===== config.mk =====
export PLATFORM = sky130hd
export DESIGN_NAME = abs16_rr_sched
export DESIGN_NICKNAME = d
export VERILOG_FILES = /design/src/rtl/abs16_rr_sched.sv
export SDC_FILE = /design/constraint.sdc
export NUM_CORES = 1
export LEC_CHECK = 0
export BUFFER_PORTS_ARGS = -buffer_cell sky130_fd_sc_hd__buf_2
export CAP_MARGIN = 40
export CORE_MARGIN = 2
export CORE_UTILIZATION = 48
export DETAILED_ROUTE_END_ITERATION = 8
export GPL_TIMING_DRIVEN = 0
export PLACE_DENSITY_LB_ADDON = 0.12
export SLEW_MARGIN = 5
export SYNTH_ARGS = -nofsm -noshare
export SYNTH_HDL_FRONTEND = slang
export SYNTH_SLANG_ARGS = --single-unit

===== constraint.sdc =====
create_clock -name clk -period 5.38 [get_ports clk]
set_input_delay 1.345 -clock clk [delete_from_list [all_inputs] [get_ports clk]]
set_output_delay 1.345 -clock clk [all_outputs]
set_load 0.01 [all_outputs]

===== src/rtl/abs16_rr_sched.sv =====
`default_nettype none
//------------------------------------------------------------------------------
// Module   : abs16_rr_sched (with helper abs16)
// Brief    : Round-robin share of one 16-bit absolute-value unit between NREQ
//            valid/ready requesters, with a single registered output stage.
// Revision : 1.0 - initial release
//------------------------------------------------------------------------------

module abs16 (
   input  logic [15:0] a,
   output logic [15:0] mag,
   output logic        ovf
);
   assign mag = (a ^ {16{a[15]}}) + {15'd0, a[15]};
   assign ovf = (a == 16'h8000);
endmodule

module abs16_rr_sched #(
   parameter int NREQ = 4,
   parameter int IDW  = $clog2(NREQ)
) (
   input  logic                 clk,
   input  logic                 rst,
   input  logic [NREQ-1:0]      req_valid,
   output logic [NREQ-1:0]      req_ready,
   input  logic [16*NREQ-1:0]   req_data,
   output logic                 out_valid,
   input  logic                 out_ready,
   output logic [15:0]          out_data,
   output logic [IDW-1:0]       out_id,
   output logic                 out_ovf
);

   logic [IDW-1:0] r_ptr;
   logic           r_outValid;
   logic [15:0]    r_outData;
   logic [IDW-1:0] r_outId;
   logic           r_outOvf;

   logic           w_en;
   logic           w_xfer;
   logic           w_hiValid;
   logic           w_loValid;
   logic [IDW-1:0] w_hiIdx;
   logic [IDW-1:0] w_loIdx;
   logic [IDW-1:0] w_grantIdx;
   logic [15:0]    w_operand;
   logic [15:0]    w_mag;
   logic           w_ovf;

   // Lowest valid index at/above ptr wins; otherwise wrap to lowest valid overall.
   always_comb begin
      w_hiValid = 1'b0;
      w_loValid = 1'b0;
      w_hiIdx   = '0;
      w_loIdx   = '0;
      for (int i = NREQ - 1; i >= 0; i--) begin
         if (req_valid[i]) begin
            w_loValid = 1'b1;
            w_loIdx   = IDW'(i);
            if (i >= int'(r_ptr)) begin
               w_hiValid = 1'b1;
               w_hiIdx   = IDW'(i);
            end
         end
      end
   end

   assign w_grantIdx = w_hiValid ? w_hiIdx : w_loIdx;
   assign w_en       = !r_outValid | out_ready;
   // Gated by rst so no requester believes an operand was taken during reset.
   assign w_xfer     = w_en & w_loValid & !rst;

   always_comb begin
      w_operand = '0;
      for (int i = 0; i < NREQ; i++) begin
         if (w_grantIdx == IDW'(i)) begin
            w_operand = req_data[16*i +: 16];
         end
      end
   end

   abs16 u_abs (
      .a   (w_operand),
      .mag (w_mag),
      .ovf (w_ovf)
   );

   generate
      for (genvar gi = 0; gi < NREQ; gi++) begin : g_ready
         assign req_ready[gi] = w_xfer & (w_grantIdx == IDW'(gi));
      end
   endgenerate

   always_ff @(posedge clk) begin
      if (rst) begin
         r_ptr      <= '0;
         r_outValid <= 1'b0;
         r_outData  <= '0;
         r_outId    <= '0;
         r_outOvf   <= 1'b0;
      end else if (w_xfer) begin
         r_outValid <= 1'b1;
         r_outData  <= w_mag;
         r_outId    <= w_grantIdx;
         r_outOvf   <= w_ovf;
         r_ptr      <= (w_grantIdx == IDW'(NREQ - 1)) ? '0 : w_grantIdx + IDW'(1);
      end else if (out_ready) begin
         r_outValid <= 1'b0;
      end
   end

   assign out_valid = r_outValid;
   assign out_data  = r_outData;
   assign out_id    = r_outId;
   assign out_ovf   = r_outOvf;

endmodule
`default_nettype wire

# ---- Yosys cells after proc, flatten, opt, wreduce, memory -nomap -nowiden
# Index checks and enable logic that the tools add are counted.
dict set report totals {
  ff_bits 22
  input_bits 71
  word_cells 54
}
dict set report classes {
  n_addsub 2
  order_cmp 3
  eq_ne 4
  n_mux 28
  bitwise 8
  n_reduce_logical 4
}
# cell count
set ops {}
lappend ops {{16-bit 2-to-1 mux} 4}
lappend ops {{2-bit 2-to-1 mux} 12}
lappend ops {{16-bit by 1-bit adder with 16-bit output} 1}
lappend ops {{16-bit equality test, second input constant} 1}
lappend ops {{16-bit XOR} 1}
lappend ops {{1-bit 2-to-1 mux} 12}
lappend ops {{1-bit AND} 6}
lappend ops {{2-bit equality test, second input constant} 2}
lappend ops {{1-bit by 2-bit greater-or-equal comparator with 1-bit output, first input constant} 2}
lappend ops {{2-bit by 1-bit adder with 2-bit output, second input constant} 1}
lappend ops {{2-bit by 1-bit equality test with 1-bit output, second input constant} 1}
lappend ops {{2-bit greater-or-equal comparator, first input constant} 1}
lappend ops {{1-bit zero test} 2}
lappend ops {{2-bit zero test} 1}
lappend ops {{2-bit nonzero test} 1}
lappend ops {{1-bit bitwise OR} 1}

# ---- Longest topological paths before layout
dict set report depth {
  depth_word 15
  ltp_mapped 20
}

# ---- Hierarchy
# A second synthesis with hierarchy kept.
dict set report unflattened {
  hier_cells 285
  hier_area_um2 2174.6
}
# module n_inst cells_each area_each_um2 seq_area_each_um2
set by_module_without_submodules {}
lappend by_module_without_submodules {abs16_rr_sched 1 190 1463.9 440.4}
lappend by_module_without_submodules {abs16 1 95 710.7 0.0}

# ---- Worst setup path before layout
# No wires, ideal clock.
dict set report synth_path {
  kind {input to register}
  from {input req_valid[0]}
  to {register r_outData[13] (netlist: out_data[13])}
  t_arrival_ns 4.507
  t_required_ns 5.258
  slack_ns 0.751
  path_stages 18
  path_buffers 2
  path_cell_list {inv_1 nor2_1 a21oi_1 o221ai_1 inv_1 ha_1 buf_6 nand3b_1 nand3_2 nand2_2 inv_2 clkbuf_1 ha_1 o2111ai_1 or4_1 a22oi_2 a211oi_1 a311o_1}
}
dict set report synth_via {
  elab_chain_len 9
  word_cells_on_any_way 17
}
# item line_no
set synth_rtl {}
lappend synth_rtl {{start: declaration} 24} ;# input logic [NREQ-1:0] req_valid,
lappend synth_rtl {{2-bit 2-to-1 mux or 1-bit 2-to-1 mux (tied branches)} 58} ;# if (req_valid[i]) begin
lappend synth_rtl {{2-bit 2-to-1 mux (*)} 69} ;# assign w_grantIdx = w_hiValid ? w_hiIdx : w_loIdx;
lappend synth_rtl {{via w_grantIdx[0]} 46} ;# logic [IDW-1:0] w_grantIdx;
lappend synth_rtl {{2-bit zero test} 77} ;# if (w_grantIdx == IDW'(i)) begin
lappend synth_rtl {{16-bit 2-to-1 mux (3 in a row)} 77}
lappend synth_rtl {{16-bit 2-to-1 mux (*)} 77}
lappend synth_rtl {{16-bit XOR} 14} ;# assign mag = (a ^ {16{a[15]}}) + {15'd0, a[15]};
lappend synth_rtl {{16-bit by 1-bit adder with 16-bit output (*)} 14}
lappend synth_rtl {{end signal: assignment} 104} ;# r_outData <= w_mag;
lappend synth_rtl {{end: declaration} 36} ;# logic [15:0] r_outData;
# The timed path passes the listed nets; every way through them passes the cells marked *.
# A chain may end at the register's enable or synchronous reset.

# ---- Worst setup path in the final report
# Same ends and word-level chain as after synthesis.

==> flow_summary_export.csv <==
group,metric,value,unit
grt,grt-ovfl-total,0,
layout,layout-drive-gt1-share,32.1,%
logic_synthesis,syn_nets,357,
worst_setup_path,crit_chain,"buf_2 -> inv_1 -> nor2_1 -> a21oi_1 -> o221ai_1 -> inv_1 -> ha_1 -> buf_6 -> nand3b_1 -> nand3_2 -> nand2_2 -> inv_2 -> ha_1 -> o2111ai_1 -> or4_1 -> a22oi_2 -> a211oi_1 -> a311o_1",
floorplanning,die_w,70.2,µm
timing,period_needed,4.95,ns
grt,grt_util_met3,4.18,%
clocking,path_clk_slew,0.07,ns
worst_setup_path,crit_slowest_cell,"or4_1",
grt,grt_pass1_wl,10900,µm
worst_setup_path,startpoint,"req_valid[0]",
grt,grt.total_usage,26.9,%
logic_synthesis,netlist_area,2110,µm²
worst_setup_path,endpoint_kind,"register",
timing,drv_slew,0,
power,power_switching,533,µW
power,internal-power,600,µW
placed_design,dp.cells,425,
power,ir_drop,0.000176,V
power,p_sw_share,47.1,%
floorplanning,start_util,49.0,%
timing,finalSetupTns,0,ns
grt,antenna_found_initial,0,
clocking,cts_resized,0,
worst_setup_path,max_stage_delay,0.49,ns
worst_setup_path,rr_startpoint,"r_ptr[0]",
placed_design,postPlaceCellArea,2640,µm²
placed_design,dp_hpwl,5140,µm
drt,viasPerCell,5.95,
logic_synthesis,yosys_warnings,0,
worst_setup_path,cp_max_fo,15,
logic_synthesis,synth_cell_type_count,71,
worst_setup_path,start_kind,"primary input",
grt,globalRouteMet2Util,47.5,%
drt,drc,0,
power,pwr-share-clk,8.8,%
timing,finClkSkew,0.00465,ns
job,maxCapViolCount,0,
drt,first_pass_iters,4,
floorplanning,pin_count,95,
layout,layout_commonest_cell,"buf_2",
logic_synthesis,syn_area_per_cell,7.55,µm²
power,p_total,1130,µW
floorplanning,std_cell_rows,24,
logic_synthesis,synth_edf_count,0,
layout,final_cell_mix,"96 x buf_2, 30 x nand2_1, 22 x dfxtp_1",
grt,grt_max_degree,12,
timing,maxSlewHeadroom,52.8,%
timing,worst_pin_slew,0.705,ns
grt,busiest_layer,"met2",
clocking,clockRootBuffer,"clkbuf_8",
drt,drt_iter0_markers,150,
drt,dr_total_vias,2536,
logic_synthesis,async_flop_share,0,%
logic_synthesis,ys_seq_elements,22,
hold_path,min-delay-start,"out_data[15]",
clocking,cts_hold_buf,0,
worst_setup_path,cpLargestDelayFamily,"compound AO/OA/AOI/OAI gates",
hold_path,hp-class,"register to register",
floorplanning,core-area,4290,µm²
floorplanning,die_h,70.2,µm
floorplanning,fp.dieArea,4930,µm²
drt,antenna_left,0,
drt,detail_route.wl_per_cell,15.1,µm
power,power_leakage,0.00119,µW
clocking,postCtsSetupBuffers,0,
worst_setup_path,path_class,"primary input to register",
outcome,status,"complete, no violations",
layout,layout-area-overhead-vs-synth,27.0,%
layout,antenna_cells,0,
timing,timing.fmax,0.202,GHz
timing,setup_viol,0,
timing,hold_violations,0,
layout,nets,454,
placed_design,pre_cts_ws,0.0266,ns
clocking,clock_sinks,22,
grt,grt_pass1_vias,2445,
logic_synthesis,syn_inst,279,
timing,setup_ws,0.429,ns
layout,stdcell_area,2680,µm²
power,combPwrFrac,69.4,%
clocking,htree_levels,1,
worst_setup_path,cp.buffers_inverters,5,
logic_synthesis,ys.flop_type,"dfxtp_1",
clocking,cts_inserted_buffers,3,
power,p_seq_share,21.8,%
worst_setup_path,worstPathArrival,5.10,ns
clocking,clock_latency,0.26,ns
clocking,tritoncts,"done",
layout,instances_no_fill,426,
timing,rsz0062_at_grt,"no",
placed_design,port_buffers,94,
grt,grt.met1_usage,34.0,%
logic_synthesis,ys_seq_area_share,20.9,%
clocking,cts_buffer_depth,2,
worst_setup_path,crit_required,5.53,ns
timing,post-route-period-util,92.0,%
drt,finalWirelength,6450,µm
placed_design,routabilityCongestion,0.940,
power,p_per_area,423,nW/µm²
[state kept, by name (all words and copies together), names as in the netlist]
name and count:
out_data 16, out_id 2, r_ptr 2, out_ovf 1, out_valid 1
[layer usage]
layer  part of all wire [%]  routed length (µm)  vias up
li1                       -                   -     1254
met1                     43                2800     1195
met2                     49                3180       77
met3                    5.9                 383       10
met4                    1.3                  82        0
met5                      0                   0        -
[cell families after synthesis]
logic type      after synthesis  share of synthesized area [%]
compound gates               95                           33.6
xor+xnor                     14                           5.82
fa+ha+maj                     7                           4.16
buf+inv                      28                           6.18
flops                        22                           20.9
mux                           1                          0.535
simple gates                112                           28.8
[tightest hold or removal path, cell delays in order, from the launching register on]
cell     delay (ns)
dfxtp_1        0.31
nand2_1        0.05
a21oi_1        0.05
[synth_stat cells (all sizes together), types with 5 or more instances]
library cell	number	area (µm²)
clkbuf	8	30.0
dfxtp	22	440
nand2	31	119
nand4	6	37.5
buf	10	62.6
nor2	16	62.6
xnor2	13	114
nor4	6	43.8
and2	5	31.3
o221ai	5	50.0
nand3b	5	37.5
nand3	17	90.1
o22ai	9	56.3
a21oi	17	88.8
o211ai	7	52.6
inv	9	33.8
o21ai	13	65.1
ha	7	87.6
[area by class of cell]
cell class	count	area, µm²
fill	437	1620
timing repair buffer	94	470
tap	52	65.1
inverter	10	37.5
multi-input combinational	229	1540
sequential	22	440
buffer	16	85.1
clock buffer	3	41.3
[final timing paths]
kind	to	slack [ns]	cells past startpoint
worst max-delay path	out_data[13]	0.43	18
worst min-delay path	out_data[15]	0.46	2
worst max register to register	out_data[13]	1.29	16
worst min register to register	out_data[15]	0.46	2
[power by group through the flow]
stage / clock (µW) / combinational (µW) / sequential, µW
after floorplan: 0 / 549 / 277
after global placement: 0 / 773 / 251
after detailed placement: 0 / 781 / 251
after CTS: 99.8 / 787 / 247
after global routing: 106 / 877 / 254
final: 99.5 / 786 / 247
[metrics by stage]
stage	utilization, %	hold slack (ns)
finish	62.3	0.456
global route	62.3	0.493
CTS	62.5	0.457
detailed placement	61.5	0.445
global placement	61.5	0.442
floorplan	-	0.470
Note: power is estimated with default switching activity, not from simulation.
